### src/rtl/fifo_wr_arbiter_pkg.sv
// Shared types and round-robin helper for the FIFO write-port arbiter.
// The picker function is sized for up to RR_MAX requesters; callers pad and truncate.
package fifo_arb_pkg;

  typedef enum logic {
    IDLE   = 1'b0,
    LOCKED = 1'b1
  } arb_state_e;

  localparam int RR_MAX = 32;
  localparam int RR_IW  = $clog2(RR_MAX);

  // Rotate req so ptr lands at bit 0, take the lowest set bit, rotate the hit back.
  // Returns a one-hot grant (all zero when req is empty) over the low n bits.
  function automatic logic [RR_MAX-1:0] rr_pick(input logic [RR_MAX-1:0] req,
                                                input int unsigned       ptr,
                                                input int unsigned       n);
    logic [RR_MAX-1:0] rot;
    logic [RR_MAX-1:0] hit;
    logic [RR_MAX-1:0] gnt;
    logic              found;
    int unsigned       idx;
    rot   = '0;
    hit   = '0;
    gnt   = '0;
    found = 1'b0;
    for (int i = 0; i < RR_MAX; i++) begin
      if (i < n) begin
        idx = i + ptr;
        if (idx >= n) idx = idx - n;
        rot[i] = req[idx[RR_IW-1:0]];
      end
    end
    for (int i = 0; i < RR_MAX; i++) begin
      if (rot[i] && !found) begin
        hit[i] = 1'b1;
        found  = 1'b1;
      end
    end
    for (int i = 0; i < RR_MAX; i++) begin
      if (hit[i] && (i < n)) begin
        idx = i + ptr;
        if (idx >= n) idx = idx - n;
        gnt[idx[RR_IW-1:0]] = 1'b1;
      end
    end
    return gnt;
  endfunction

endpackage

### src/rtl/fifo_wr_arbiter_if.sv
// Requester-side and FIFO-side bundle for the write-port arbiter.
// master = arbiter view, slave = the surrounding requesters/FIFO.
interface fifo_wr_arbiter_if #(
  parameter int NUM_REQ = 4,
  parameter int WIDTH   = 8,
  parameter int CNT_W   = 16
);

  logic [NUM_REQ-1:0]       req_valid;
  logic [NUM_REQ*WIDTH-1:0] req_data;
  logic [NUM_REQ-1:0]       req_last;
  logic [NUM_REQ-1:0]       req_ready;
  logic                     fifo_full;
  logic                     fifo_w_en;
  logic [WIDTH-1:0]         fifo_data;
  logic [NUM_REQ-1:0]       grant;
  logic                     busy;
  logic                     frame_err;
  logic [CNT_W-1:0]         frame_cnt;

  modport master (
    input  req_valid, req_data, req_last, fifo_full,
    output req_ready, fifo_w_en, fifo_data, grant, busy, frame_err, frame_cnt
  );

  modport slave (
    output req_valid, req_data, req_last, fifo_full,
    input  req_ready, fifo_w_en, fifo_data, grant, busy, frame_err, frame_cnt
  );

endinterface

### src/rtl/fifo_wr_arbiter_rr_picker.sv
// Combinational round-robin picker: first requester at or above ptr, wrapping,
// returned one-hot.
module rr_picker
  import fifo_arb_pkg::*;
#(
  parameter int NUM_REQ = 4
) (
  input  logic [NUM_REQ-1:0]         req,
  input  logic [$clog2(NUM_REQ)-1:0] ptr,
  output logic [NUM_REQ-1:0]         grant
);

  assign grant = NUM_REQ'(rr_pick(RR_MAX'(req), 32'(ptr), NUM_REQ));

endmodule

### src/rtl/fifo_wr_arbiter.sv
// Frame-granular round-robin arbiter in front of the async FIFO write port.
// Holds a grant for a whole frame; closes on last beat or at MAX_BEATS.
module fifo_wr_arbiter
  import fifo_arb_pkg::*;
#(
  parameter int NUM_REQ   = 4,
  parameter int WIDTH     = 8,
  parameter int MAX_BEATS = 1518,
  parameter int CNT_W     = 16
) (
  input  logic               clk,
  input  logic               arst_n,
  fifo_wr_arbiter_if.master  bus
);

  localparam int PTR_W  = $clog2(NUM_REQ);
  localparam int BEAT_W = $clog2(MAX_BEATS + 1);
  localparam logic [BEAT_W-1:0] LAST_BEAT = BEAT_W'(MAX_BEATS - 1);
  localparam logic [PTR_W-1:0]  LAST_PTR  = PTR_W'(NUM_REQ - 1);

  arb_state_e          state_reg, state_next;
  logic [NUM_REQ-1:0]  grant_reg, grant_next;
  logic [PTR_W-1:0]    gidx_reg, gidx_next;
  logic [PTR_W-1:0]    rr_ptr_reg, rr_ptr_next;
  logic [BEAT_W-1:0]   beat_cnt_reg, beat_cnt_next;
  logic [CNT_W-1:0]    frame_cnt_reg, frame_cnt_next;
  logic                frame_err_reg, frame_err_next;

  logic [NUM_REQ-1:0]  pick;
  logic [PTR_W-1:0]    pick_idx;
  logic [WIDTH-1:0]    beat_data [NUM_REQ];
  logic                locked;
  logic                sel_valid;
  logic                sel_last;
  logic                accept;
  logic                at_limit;

  for (genvar gi = 0; gi < NUM_REQ; gi++) begin : g_unpack
    assign beat_data[gi] = bus.req_data[gi*WIDTH +: WIDTH];
  end

  rr_picker #(.NUM_REQ(NUM_REQ)) u_picker (
    .req   (bus.req_valid),
    .ptr   (rr_ptr_reg),
    .grant (pick)
  );

  // Picker output is one-hot, so OR-ing indices yields the binary index.
  always_comb begin
    pick_idx = '0;
    for (int i = 0; i < NUM_REQ; i++) begin
      if (pick[i]) pick_idx = pick_idx | PTR_W'(i);
    end
  end

  assign locked    = (state_reg == LOCKED);
  assign sel_valid = bus.req_valid[gidx_reg];
  assign sel_last  = bus.req_last[gidx_reg];
  assign accept    = locked & sel_valid & ~bus.fifo_full;
  assign at_limit  = (beat_cnt_reg == LAST_BEAT);

  always_comb begin
    state_next     = state_reg;
    grant_next     = grant_reg;
    gidx_next      = gidx_reg;
    rr_ptr_next    = rr_ptr_reg;
    beat_cnt_next  = beat_cnt_reg;
    frame_cnt_next = frame_cnt_reg;
    frame_err_next = 1'b0;
    bus.req_ready  = '0;
    bus.fifo_w_en  = 1'b0;
    bus.fifo_data  = '0;

    case (state_reg)
      IDLE: begin
        if (|bus.req_valid) begin
          state_next = LOCKED;
          grant_next = pick;
          gidx_next  = pick_idx;
        end
      end
      LOCKED: begin
        bus.req_ready = grant_reg & {NUM_REQ{~bus.fifo_full}};
        bus.fifo_w_en = accept;
        bus.fifo_data = beat_data[gidx_reg];
        if (accept) begin
          beat_cnt_next = beat_cnt_reg + 1'b1;
          // A length-limit close is flagged only when the beat was not a real last.
          if (sel_last || at_limit) begin
            state_next     = IDLE;
            grant_next     = '0;
            beat_cnt_next  = '0;
            frame_cnt_next = frame_cnt_reg + 1'b1;
            rr_ptr_next    = (gidx_reg == LAST_PTR) ? '0 : gidx_reg + 1'b1;
            frame_err_next = ~sel_last;
          end
        end
      end
      default: state_next = IDLE;
    endcase
  end

  always_ff @(posedge clk or negedge arst_n) begin
    if (!arst_n) begin
      state_reg     <= IDLE;
      grant_reg     <= '0;
      gidx_reg      <= '0;
      rr_ptr_reg    <= '0;
      beat_cnt_reg  <= '0;
      frame_cnt_reg <= '0;
      frame_err_reg <= 1'b0;
    end else begin
      state_reg     <= state_next;
      grant_reg     <= grant_next;
      gidx_reg      <= gidx_next;
      rr_ptr_reg    <= rr_ptr_next;
      beat_cnt_reg  <= beat_cnt_next;
      frame_cnt_reg <= frame_cnt_next;
      frame_err_reg <= frame_err_next;
    end
  end

  assign bus.grant     = grant_reg;
  assign bus.busy      = locked;
  assign bus.frame_err = frame_err_reg;
  assign bus.frame_cnt = frame_cnt_reg;

endmodule

### src/flat_wrapper.sv
// flat-port wrapper written by rule: the top's interface ports become plain ports
module fifo_wr_arbiter_flat import fifo_arb_pkg::*;
#(
  parameter int NUM_REQ   = 4,
  parameter int WIDTH     = 8,
  parameter int MAX_BEATS = 1518,
  parameter int CNT_W     = 16
)
  (clk, arst_n, bus_req_valid, bus_req_data, bus_req_last, bus_fifo_full, bus_req_ready, bus_fifo_w_en, bus_fifo_data, bus_grant, bus_busy, bus_frame_err, bus_frame_cnt);
  fifo_wr_arbiter_if #(.NUM_REQ(NUM_REQ), .WIDTH(WIDTH), .CNT_W(CNT_W)) bus_i ();
  input  logic clk;
  input  logic arst_n;
  input wire logic [$bits(bus_i.req_valid)-1:0] bus_req_valid;
  input wire logic [$bits(bus_i.req_data)-1:0] bus_req_data;
  input wire logic [$bits(bus_i.req_last)-1:0] bus_req_last;
  input wire logic [$bits(bus_i.fifo_full)-1:0] bus_fifo_full;
  output wire logic [$bits(bus_i.req_ready)-1:0] bus_req_ready;
  output wire logic [$bits(bus_i.fifo_w_en)-1:0] bus_fifo_w_en;
  output wire logic [$bits(bus_i.fifo_data)-1:0] bus_fifo_data;
  output wire logic [$bits(bus_i.grant)-1:0] bus_grant;
  output wire logic [$bits(bus_i.busy)-1:0] bus_busy;
  output wire logic [$bits(bus_i.frame_err)-1:0] bus_frame_err;
  output wire logic [$bits(bus_i.frame_cnt)-1:0] bus_frame_cnt;
  assign bus_i.req_valid = bus_req_valid;
  assign bus_i.req_data = bus_req_data;
  assign bus_i.req_last = bus_req_last;
  assign bus_i.fifo_full = bus_fifo_full;
  assign bus_req_ready = bus_i.req_ready;
  assign bus_fifo_w_en = bus_i.fifo_w_en;
  assign bus_fifo_data = bus_i.fifo_data;
  assign bus_grant = bus_i.grant;
  assign bus_busy = bus_i.busy;
  assign bus_frame_err = bus_i.frame_err;
  assign bus_frame_cnt = bus_i.frame_cnt;
  fifo_wr_arbiter #(.NUM_REQ(NUM_REQ), .WIDTH(WIDTH), .MAX_BEATS(MAX_BEATS), .CNT_W(CNT_W)) u_core (.clk(clk), .arst_n(arst_n), .bus(bus_i));
endmodule
### config.mk
export PLATFORM = sky130hd
export DESIGN_NAME = fifo_wr_arbiter_flat
export DESIGN_NICKNAME = d
export VERILOG_FILES = /design/src/rtl/fifo_wr_arbiter_pkg.sv /design/src/rtl/fifo_wr_arbiter_if.sv /design/src/rtl/fifo_wr_arbiter_rr_picker.sv /design/src/rtl/fifo_wr_arbiter.sv /design/src/flat_wrapper.sv
export SDC_FILE = /design/constraint.sdc
export NUM_CORES = 1
export LEC_CHECK = 0
export ABC_AREA = 0
export ABC_CLOCK_PERIOD_IN_PS = 2600
export CAP_MARGIN = 10
export CORE_AREA = 3 3 106 57
export CTS_CLUSTER_SIZE = 24
export DETAILED_ROUTE_END_ITERATION = 8
export DIE_AREA = 0 0 109 60
export PLACE_DENSITY = 0.79
export SKIP_CTS_REPAIR_TIMING = 1
export SLEW_MARGIN = 5
export SYNTH_ARGS = -nofsm -noshare
export SYNTH_HDL_FRONTEND = slang
export SYNTH_SLANG_ARGS = --single-unit
### constraint.sdc
create_clock -name clk -period 2.6 [get_ports clk]
set_clock_uncertainty 0.2 [all_clocks]
set_input_delay 0.78 -clock clk [delete_from_list [all_inputs] [get_ports clk]]
set_output_delay 0.78 -clock clk [all_outputs]
set_load 0.01 [all_outputs]
==> run_results.csv <==
group,metric,value,unit
route,via_count,2141,
clocking,worst_skew_pair.late_latency,280,ps
layout,final_net_count,388,
power_and_ir_drop,switching_share,37.4,%
sta,maxSlewHeadroom,70.2,%
route,drt-vias-per-instance,5.27,
global_routing,grt_first_pass_wirelength,9570,um
logic_synthesis,syn_nets,282,
sta,period_minus_ws_final,2620,ps
global_routing,antenna_found_initial,1,
layout,filler_cell_count,357,
critical_path,critical_path.max_fanout,1,
sta,max_freq,381,MHz
sta,tightestPinTransition,448,ps
placement,finalWeightedCongestion,0.824,
logic_synthesis,synth.lib_cells_used.distinct,47,
global_routing,grt_use_total,18.7,%
power_and_ir_drop,power.switching,1160,uW
global_routing,vias_in_the_first_global_route,2082,
logic_synthesis,synth-seq-area-share,38.8,%
sta,drv_slew,0,
clocking,root_buffer,"clkbuf_8",
power_and_ir_drop,total_power,3100,uW
logic_synthesis,yosys_most_used_dff,"dfrtp_1",
critical_path,worst-endpoint-required,1620,ps
clocking,cts.path.max_buffers,2,
logic_synthesis,count_of_flip_flops_with_a_built_in_enable_after_synthesis,0,
logic_synthesis,syn_avg_cell_area,10.5,um^2
logic_synthesis,yosysTopAreaCell,"dfrtp_1",
floorplanning,floorplan.die_area,6540,um^2
power_and_ir_drop,power.density,852,nW/um^2
power_and_ir_drop,p_leak,0.00189,uW
clocking,clk_transition_reported_paths,80,ps
hold_path,worst_hold_path_type,"reg2reg",
logic_synthesis,synthTopCellsByArea,"dfrtp_1 39%, mux4_2 10%, ha_1 5.8%",
layout,area_growth,52.4,%
floorplanning,core.rowCount,18,
route,detail_route.wirelength,6310,um
sta,finalSetupViolCount,4,
placement,dp_worst_setup_slack,-815,ps
power_and_ir_drop,share_comb_of_total_power,59.8,%
critical_path,critical_path_arrival,1640,ps
floorplanning,ios,78,
floorplanning,design.core.area,5020,um^2
global_routing,grt_start_max_net_pins,38,
status,outcome,"finished, violations left",
logic_synthesis,synth_cells,228,
power_and_ir_drop,power.clock.fraction,13.8,%
critical_path,worst-setup-path-type,"in2out",
status,violations_in_the_final_reports,"setup timing",
power_and_ir_drop,seq_power_share,26.4,%
critical_path,startpoint_type_of_the_worst_setup_path,"input port",
route,drc_errors,0,
floorplanning,die_height,60,um
layout,final_layout_size_suffix_gt1_share,26.9,%
sta,setup_ws,-24.3,ps
sta,final_min_period_over_clock_period,101,%
power_and_ir_drop,peakVddDrop,539,uV
clocking,tritoncts,"done",
global_routing,grt-ovfl-total,0,
floorplanning,starting_density,47.5,%
route,drt_pre_antenna_iters,4,
critical_path,worst_setup_path_end_kind,"primary output",
clocking,cts_h_tree_depth,2,
floorplanning,die_w,109,um
power_and_ir_drop,internal-power,1940,uW
logic_synthesis,mappedNetlistArea,2380,um^2
layout,largest_reg_flops,16,
logic_synthesis,synth.ff_latch_count,37,
sta,rsz0062_at_grt,"yes",
clocking,numCtsBuffers,5,
sta,report.final.hold_viol_count,0,
logic_synthesis,synth_warnings,0,
logic_synthesis,synth_top_area_share,38.8,%
logic_synthesis,async_s_r_ff_share_synth,100,%
route,initialDrtViolationCount,97,
route,ant_nets,0,
placement,numPortBuffers,77,
clocking,tritoncts_num_sinks,37,
route,wire_per_inst,15.5,um
run,maxCapViolations,0,
placement,dp.final_hpwl,4690,um
## final cells by class
class,count,area (um^2),share of cell area (%)
Multi-Input combinational cell,175,1420,39.1
Timing Repair Buffer,106,1070,29.4
Sequential cell,37,927,25.5
Tap cell,70,87.6,2.41
Clock buffer,6,82.6,2.27
Inverter,9,33.8,0.929
Clock inverter,2,13.8,0.379
Antenna cell,1,2.50,0.0688
## cells by family (layout without fill, tap and decap cells)
kind of cell | Yosys count | in the layout | synth area share [%]
muxes | 16 | 16 | 14.0
AOI/OAI and AO/OA | 31 | 31 | 7.98
buffers and inverters | 16 | 123 | 3.04
adders and majority gates | 11 | 11 | 5.77
and+or+nand+nor | 96 | 96 | 22.7
other | 0 | 1 | 0
xor gates and xnor gates | 21 | 21 | 7.71
DFF | 37 | 37 | 38.8
## cells in the mapped netlist, drive strengths merged (2+ instances only)
library cell and instances:
dfrtp 37, nand2 22, nor2 17, and2 14, mux4 13, xor2 12, ha 11, o21ai 11
inv 9, xnor2 9, nand3 8, a21oi 7, nor3 7, and3 5, buf 5, a31oi 4
nand4 4, or2 4, or3 4, a21o 2, a222oi 2, and4b 2, clkbuf 2, mux2 2
nand3b 2, nor4 2
## cell usage in the layout (no fill, tap or decap), types with 2 or more instances in the layout
cell type,netlist,routed
mux4_2,11,12
and2_4,0,9
nand3_1,8,8
buf_2,4,3
clkbuf_2,0,3
dlymetal6s2s_1,0,33
xor2_1,12,12
buf_4,0,28
ha_1,11,10
a31oi_1,4,3
nor4_1,2,2
nor2_1,16,16
a21oi_1,7,7
or3_1,4,4
and3_1,5,5
and2_1,14,5
nand4_1,3,3
xnor2_1,9,9
buf_6,1,11
and4b_1,2,2
o21ai_0,10,10
nor3_1,5,5
or2_1,2,2
clkdlybuf4s50_1,0,27
nand2_1,22,21
dfrtp_1,37,36
inv_1,9,8
nand3b_1,2,2
clkbuf_8,0,6
mux2_2,2,2
a222oi_1,2,2
## stage by stage
stage                     util (%)  instance area [um^2]  hold WS [ps]  instances  setup TNS, ps
after detailed placement      68.1                  3420           256        395         -16540
after global routing          72.4                  3630           286        406           -578
final                         72.4                  3630           268        406          -61.6
after CTS                     70.0                  3520           271        403          -9260
after global placement        68.1                  3420           255        395         -14710
after floorplan                  -                  2380           284        228              0
## routing by layer
metal / global-route usage (%) / part of all wire, % / vias up
li1: - / - / 1026
met1: 23.4 / 41 / 1058
met4: 3.96 / 1.5 / 0
met3: 2.37 / 3.7 / 8
met5: 0 / 0 / -
met2: 35.1 / 54 / 49
## power groups by stage
| stage | combinational [uW] | clock [uW] | sequential (uW) |
|---|---|---|---|
| 2_1_floorplan | 980 | 0 | 819 |
| 3_3_place_gp | 1700 | 0 | 816 |
| 3_5_place_dp | 1750 | 0 | 822 |
| 4_1_cts | 1760 | 433 | 813 |
| 5_1_grt | 1990 | 461 | 842 |
| 6_report | 1850 | 426 | 818 |
## worst paths after layout
check                           slack, ps                                 start  cells after the start                              endpoint
worst max-delay path                  -20                      bus_req_data[25]                      4                      bus_fifo_data[1]
worst min-delay path                  270  u_core.bus.frame_cnt[15]$_DFFE_PN0P_                      1  u_core.bus.frame_cnt[15]$_DFFE_PN0P_
worst max register to register        120      u_core.rr_ptr_reg[0]$_DFFE_PN0P_                      8        u_core.gidx_reg[0]$_DFFE_PN0P_
worst min register to register        270  u_core.bus.frame_cnt[15]$_DFFE_PN0P_                      1  u_core.bus.frame_cnt[15]$_DFFE_PN0P_
max in group asynchronous            1150                                arst_n                      2      u_core.rr_ptr_reg[0]$_DFFE_PN0P_
min in group asynchronous             700                                arst_n                      2    u_core.beat_cnt_reg[4]$_DFFE_PN0P_
## critical path, stage by stage
cell,delay (ps)
dlymetal6s2s_1,120
mux4_2,470
and2_4,150
buf_6,110
Power figures use the tool's default switching activity.
